<file path="src/rtl/rv_regfile_pkg.sv">
// Shared widths, the write-request record and arbiter state names for the
// regfile write-port arbiter and its scoreboard.
package rv_regfile_pkg;

  localparam int XLEN       = 32;
  localparam int NUM_REGS   = 32;
  localparam int REG_ADDR_W = 5;

  typedef struct packed {
    logic [REG_ADDR_W-1:0] addr;
    logic [XLEN-1:0]       data;
  } wr_req_t;

  typedef enum logic [0:0] {
    A_PRIO  = 1'b0,
    B_FORCE = 1'b1
  } arb_state_e;

endpackage

</file>
<file path="src/rtl/regfile_scoreboard.sv">
// Busy vector for registers with an outstanding long-latency write.
// x0 is never busy; a set and a clear on the same register in one cycle leaves it busy.
module regfile_scoreboard
  import rv_regfile_pkg::*;
(
  input  logic                  clk,
  input  logic                  rst,
  input  logic                  set_en,
  input  logic [REG_ADDR_W-1:0] set_addr,
  input  logic                  clr_en,
  input  logic [REG_ADDR_W-1:0] clr_addr,
  input  logic [REG_ADDR_W-1:0] look1_addr,
  output logic                  look1_busy,
  input  logic [REG_ADDR_W-1:0] look2_addr,
  output logic                  look2_busy
);

  logic [NUM_REGS-1:0] busy_vec;

  genvar gi;
  generate
    for (gi = 0; gi < NUM_REGS; gi++) begin : g_bit
      if (gi == 0) begin : g_zero
        assign busy_vec[gi] = 1'b0;
      end else begin : g_live
        logic bit_reg;
        logic hit_set;
        logic hit_clr;

        assign hit_set = set_en & (set_addr == REG_ADDR_W'(gi));
        assign hit_clr = clr_en & (clr_addr == REG_ADDR_W'(gi));

        always_ff @(posedge clk) begin
          if (rst) begin
            bit_reg <= 1'b0;
          end else if (hit_set) begin
            bit_reg <= 1'b1;
          end else if (hit_clr) begin
            bit_reg <= 1'b0;
          end
        end

        assign busy_vec[gi] = bit_reg;
      end
    end
  endgenerate

  assign look1_busy = busy_vec[look1_addr];
  assign look2_busy = busy_vec[look2_addr];

endmodule

</file>
<file path="src/rtl/regfile_wb_arbiter.sv">
// Arbitrates the single regfile write port between in-order writeback (A) and
// the long-latency unit (B), with starvation relief for B and decode hazard flags.
module regfile_wb_arbiter
  import rv_regfile_pkg::*;
#(
  parameter int STARVE_LIMIT = 4
) (
  input  logic                  clk,
  input  logic                  rst,
  input  logic                  wa_valid,
  output logic                  wa_ready,
  input  logic [REG_ADDR_W-1:0] wa_addr,
  input  logic [XLEN-1:0]       wa_data,
  input  logic                  wb_valid,
  output logic                  wb_ready,
  input  logic [REG_ADDR_W-1:0] wb_addr,
  input  logic [XLEN-1:0]       wb_data,
  input  logic                  sb_set,
  input  logic [REG_ADDR_W-1:0] sb_set_addr,
  input  logic [REG_ADDR_W-1:0] rs1_addr,
  input  logic [REG_ADDR_W-1:0] rs2_addr,
  output logic                  rs1_busy,
  output logic                  rs2_busy,
  output logic [REG_ADDR_W-1:0] rd_addr,
  output logic                  rd_wren,
  output logic [XLEN-1:0]       rd_data
);

  localparam int              CNT_W     = $clog2(STARVE_LIMIT + 1);
  localparam logic [CNT_W-1:0] CNT_LIMIT = CNT_W'(STARVE_LIMIT);
  localparam logic [0:0]      S_A_PRIO  = A_PRIO;
  localparam logic [0:0]      S_B_FORCE = B_FORCE;

  logic [0:0]       state_reg, state_next;
  logic [CNT_W-1:0] starve_reg, starve_next, starve_inc;
  wr_req_t          out_req_reg, out_req_next, win_req;
  logic             rd_wren_reg, rd_wren_next;
  logic             a_acc, b_acc;
  logic             sb_busy1, sb_busy2;

  always_comb begin
    wa_ready = (state_reg == S_A_PRIO);
    wb_ready = (state_reg == S_B_FORCE) | ~wa_valid;
    a_acc    = wa_valid & wa_ready;
    b_acc    = wb_valid & wb_ready;
  end

  // Only refused B cycles in A_PRIO count; the forced cycle itself always resets the count.
  always_comb begin
    state_next  = S_A_PRIO;
    starve_next = '0;
    starve_inc  = starve_reg + CNT_W'(1);
    if (state_reg == S_A_PRIO && wb_valid && !wb_ready) begin
      if (starve_inc == CNT_LIMIT) begin
        state_next = S_B_FORCE;
      end else begin
        starve_next = starve_inc;
      end
    end
  end

  always_comb begin
    win_req.addr = a_acc ? wa_addr : wb_addr;
    win_req.data = a_acc ? wa_data : wb_data;
    rd_wren_next = (a_acc | b_acc) & (win_req.addr != '0);
    out_req_next = (a_acc | b_acc) ? win_req : out_req_reg;
  end

  always_ff @(posedge clk) begin
    if (rst) begin
      state_reg   <= S_A_PRIO;
      starve_reg  <= '0;
      out_req_reg <= '0;
      rd_wren_reg <= 1'b0;
    end else begin
      state_reg   <= state_next;
      starve_reg  <= starve_next;
      out_req_reg <= out_req_next;
      rd_wren_reg <= rd_wren_next;
    end
  end

  regfile_scoreboard u_scoreboard (
    .clk        (clk),
    .rst        (rst),
    .set_en     (sb_set),
    .set_addr   (sb_set_addr),
    .clr_en     (b_acc),
    .clr_addr   (wb_addr),
    .look1_addr (rs1_addr),
    .look1_busy (sb_busy1),
    .look2_addr (rs2_addr),
    .look2_busy (sb_busy2)
  );

  // The regfile does not bypass, so the register being written this cycle is still stale.
  always_comb begin
    rs1_busy = (rs1_addr != '0) & (sb_busy1 | (rd_wren_reg & (out_req_reg.addr == rs1_addr)));
    rs2_busy = (rs2_addr != '0) & (sb_busy2 | (rd_wren_reg & (out_req_reg.addr == rs2_addr)));
  end

  assign rd_addr = out_req_reg.addr;
  assign rd_data = out_req_reg.data;
  assign rd_wren = rd_wren_reg;

endmodule

</file>
<file path="config.mk">
export PLATFORM = sky130hd
export DESIGN_NAME = regfile_wb_arbiter
export DESIGN_NICKNAME = d
export VERILOG_FILES = /design/src/rtl/rv_regfile_pkg.sv /design/src/rtl/regfile_scoreboard.sv /design/src/rtl/regfile_wb_arbiter.sv
export SDC_FILE = /design/constraint.sdc
export NUM_CORES = 1
export LEC_CHECK = 0
export CAP_MARGIN = 20
export CELL_PAD_IN_SITES_DETAIL_PLACEMENT = 1
export CELL_PAD_IN_SITES_GLOBAL_PLACEMENT = 1
export CORE_MARGIN = 2
export CORE_UTILIZATION = 36
export DETAILED_ROUTE_END_ITERATION = 10
export PLACE_DENSITY = 0.9
export SYNTH_ARGS = -nofsm -noshare
export SYNTH_HDL_FRONTEND = slang
export SYNTH_SLANG_ARGS = --single-unit
</file>
<file path="constraint.sdc">
create_clock -name clk -period 2.9 [get_ports clk]
set_input_delay 0.29 -clock clk [delete_from_list [all_inputs] [get_ports clk]]
set_output_delay 0.29 -clock clk [all_outputs]
set_load 0.005 [all_outputs]
</file>
* After elaboration in Yosys (flattened, before gate mapping)
Index checks and enable logic that the tools add are counted.
** Cells by class
- $add $sub $neg :: 1
- $lt $le $gt $ge :: 2
- Equality and inequality tests :: 65
- Multiplexer cells :: 69
- Bitwise gates (word level) :: 76
- Reductions and logical operators :: 39
** Operators by type and width (number)
- $eq A5 B5 Y1 const B :: 32
- $eq A5 B4 Y1 const B :: 16
- $and A1 B1 Y1 :: 69
- $mux W1 :: 65
- $reduce_bool A2 Y1 :: 31
- $eq A5 B3 Y1 const B :: 8
- $mux W32 :: 1
- $eq A5 B2 Y1 const B :: 4
- $reduce_bool A5 Y1 :: 3
- $lt A5 B6 Y1 const B :: 2
- $bmux W1 S5 :: 2
- $eq A5 B1 Y1 const B :: 2
- $eq A5 B5 Y1 :: 2
- $mux W5 :: 1
- $or A1 B1 Y1 :: 4
- $add A3 B1 Y3 const B :: 1
- $eq A3 B3 Y1 const B :: 1
- $not A1 Y1 :: 3
- $reduce_or A3 Y1 :: 1
- $logic_and A1 B1 Y1 :: 2
- $reduce_or A2 Y1 :: 1
- $logic_not A1 Y1 :: 1
** Storage, ports and cells
- Register bits after elaboration :: 73
- Input port bits :: 94
- Output and inout bits :: 42
- Word-level logic and storage cells :: 288

* Longest topological paths before layout
- Depth after elaboration :: 6
- Gate-level depth with buffers :: 5

* Modules after synthesis
From an unflattened synthesis, not the netlist that was laid out.
** Second synthesis, totals
- Cells, all modules :: 448
- Area, all modules :: 3927.5 µm²
** By module, submodules not included
- regfile_wb_arbiter :: times used 1, cells an instance 211, area an instance 2080.7 µm², sequential area each 840.8 µm²
- regfile_scoreboard :: times used 1, cells an instance 237, area an instance 1846.8 µm², sequential area each 620.6 µm²

* Least setup slack after synthesis
Ideal clock, no wire load.
- Path kind :: in2out
- Start :: input port rs1_addr[0]
- End :: output port rs1_busy
- Arrival time :: 1.389 ns
- Slack :: 1.221 ns
- Cell stages on the path :: 5
- Path buffers :: 1
- Cells stage by stage :: buf_6 > mux4_2 > a31o_1 > a311oi_1 > a32oi_1
** On the way
- Cells in the longest elaborated chain, start to end :: 4
** RTL lines
- start, declared :: RTL line regfile_wb_arbiter.sv:20 : input logic [REG_ADDR_W-1:0] rs1_addr,
- $bmux W1 S5 or $eq A5 B5 Y1 (tied branches) :: RTL line regfile_scoreboard.sv:48, regfile_wb_arbiter.sv:98
- $mux W1 (implied by the code) or $and A1 B1 Y1 (tied branches) :: RTL line regfile_scoreboard.sv:48, regfile_wb_arbiter.sv:98
- $or A1 B1 Y1 :: RTL line regfile_wb_arbiter.sv:98 : rs1_busy = (rs1_addr != '0) & (sb_busy1 | (rd_wren_reg & (out_req_reg.addr == rs1_addr)));
- $and A1 B1 Y1 * :: RTL line regfile_wb_arbiter.sv:98
- end, declared :: RTL line regfile_wb_arbiter.sv:22 : output logic rs1_busy,
Mark *: on every way between the ends. The rest lies on a longest branch, timed or not. The select of a mux whose other input is x is not followed.

* Worst setup path in the final report
- Start :: input port rs1_addr[1]
- End :: output port rs1_busy
Same word-level chain as after synthesis.

==> impl_metrics.ini <==
[cts]
cts_resized = 0
cts.path.max_buffers = 2
worstSkewPairLatency_ps = 350
root_buffer = clkbuf_8
holdBufCountCts = 0
post_cts_buffers = 0
path_clk_slew_ps = 80
cts_tree = yes
cts_sinks = 73
cts_buffers = 9
htree_levels = 3

[power_and_ir_drop]
netSwitchingFraction_pct = 25.6
peakVddDrop_mv = 0.210
internal-power_uw = 1830
pwr-share-clk_pct = 36.2
combPwrFrac_pct = 19.7
p_leak_uw = 0.00205
power_frac_seq_pct = 44.1
p_per_area_nw_per_um2 = 447
switching_power_uw = 630

[global_route]
antenna_found_initial = 0
grt_max_degree = 43
overflow = 0
first_global_vias = 4175
grt_use_total_pct = 23.7
grt_pass1_wl_mm = 21.4

[placed_design]
dpl_cell_area_sq_um = 5270
portBuffers = 135
place.detailed.hpwl_mm = 10.1
place.gp.congestion = 0.883

[sta]
tightest_slew_ps = 830
finalHoldViolations = 0
finalCriticalPeriod_ps = 2740
rsz0062_at_grt = no
fin_skew_ps = 8.36
maxSlewHeadroom_pct = 44.7
fin_worst_hold_slack_ps = 464
period_share_pct = 94.3
slew_viol_final = 0
fmaxAchievable_mhz = 365
setup_viol = 0
final.setup.tns_ps = 0

[cells_and_area]
drive_gt1_share_pct = 8.80
mostFrequentLayoutCells = 129 x clkdlybuf4s50_1, 73 x dfxtp_1, 45 x nor2_1, 39 x mux2i_1, 36 x a211oi_1
finalNetCount = 649
final_area_sq_um = 5500
antenna_cells = 0
largest_reg_flops = 32
fillers = 1182
area_growth_pct = 43.7
layout_commonest_cell = clkdlybuf4s50_1
final_core_util_pct = 53.3

[job]
cap_viol_max_count = 0

[worst_setup_path]
worstRegToRegCells = 6
path_cells = clkdlybuf4s50_1, mux4_2, mux2_2, nand2_1, a32oi_1, clkdlybuf4s50_1
cp_slowest_stage_delay_ps = 680
end_kind = output pin
crit_top_cell = clkdlybuf4s50_1
crit_arrival_ps = 2450
required_ps = 2610
path_class = input port to output pin
cp-start-kind = input port
crit_slowest_cell = clkdlybuf4s50_1
path_max_fanout = 6

[min_path]
hp-class = register to register
worstHoldPathCells = 1

[floorplan]
row_count = 37
die_y_microns = 107
ios = 136
fp.dieW_microns = 107
core-area_sq_um = 10300
die-area_sq_um = 11500
initial_core_util_pct = 37.1

[drt]
wl_per_cell_microns = 19.8
first_iter_violations = 185
drt-total-wl_mm = 13.7
ant_nets = 0
first_pass_iters = 4
num_vias = 3894
drc = 0
viasPerCell = 5.62

[yosys]
synth_edf_count = 0
ys_seq_area_share_pct = 38.2
syn_area_sq_um = 3830
syn_nets = 524
synthArstFlopShare_pct = 0
yosysWarnings = 0
ys_types = 47
synth_seq_cells = 73
syn_area_per_cell_sq_um = 8.94
synthCells = 428
yosys_most_used_dff = dfxtp_1

[run_status]
status = finished clean
[per-stage QoR]
stage | total power [uW] | std cells | setup WS, ps
2_1_floorplan | 1300 | 428 | 1220
3_3_place_gp | 1560 | 678 | 120
3_5_place_dp | 1580 | 678 | 59.6
4_1_cts | 2470 | 693 | 43.3
5_1_grt | 2560 | 693 | 17.8
6_report | 2460 | 693 | 164
[layout make-up]
type / instances / area [sq um] / area share [%]
clock inverters: 5 / 78.8 / 1.43
clock buffers: 10 / 138 / 2.50
repair buffers: 147 / 1440 / 26.2
inverters: 7 / 26.3 / 0.478
flip-flops and latches: 73 / 1460 / 26.6
multi-input cells: 315 / 2180 / 39.7
well taps: 136 / 170 / 3.09
[power by group through the flow]
| stage | logic (uW) | registers, uW | clock network (uW) |
|---|---|---|---|
| finish | 483 | 1080 | 890 |
| global route | 519 | 1090 | 956 |
| CTS | 481 | 1080 | 901 |
| detailed placement | 474 | 1110 | 0 |
| global placement | 454 | 1100 | 0 |
| floorplan | 201 | 1100 | 0 |
[cell usage after synthesis (all sizes together), types with 5 or more instances]
master | count | area (sq um)
nand2b | 5 | 31.3
dfxtp | 73 | 1460
o21ai | 32 | 160
nand2 | 35 | 131
buf | 13 | 86.3
inv | 7 | 26.3
mux2i | 39 | 390
a21oi | 33 | 165
mux4 | 13 | 293
nor2 | 45 | 169
a211oi | 36 | 270
nand3 | 13 | 65.1
nor2b | 9 | 56.3
clkbuf | 20 | 75.1
nor3 | 5 | 25.0
xor2 | 5 | 43.8
[cell families (layout without fill, tap and decap cells)]
logic type                 count (synthesis)  count (layout)  synth area share (%)
buffers and inverters                     40             169                  4.90
AOI/OAI and AO/OA                        115             115                  18.6
and+or+nand+nor                          133             133                  16.6
adders and majority gates                  2               2                 0.654
xor gates and xnor gates                   9               9                  2.06
DFF                                       73              73                  38.2
muxes                                     56              56                  19.0
[worst max-delay path, delay by kind of cell]
family                 cells  cell delay [ps]
buffers and inverters      2             1130
muxes                      2              830
AOI/OAI and AO/OA          1              110
and+or+nand+nor            1               90
[worst paths after layout]
path / startpoint / to / slack [ps]
setup / recovery: rs1_addr[1] / rs1_busy / 160
hold / removal: starve_reg[0] / starve_reg[0] / 460
setup reg to reg: state_reg / u_scoreboard.g_bit[24].g_live.bit_reg / 1180
hold reg to reg: starve_reg[0] / starve_reg[0] / 460
[per-layer routing]
layer	track usage [%]	wire, microns	vias to the layer above
li1	-	-	1816
met1	28.5	5670	1916
met2	41.6	6990	137
met3	4.32	707	25
met4	9.28	368	0
met5	0	0	-
(Power assumes the default switching activity.)
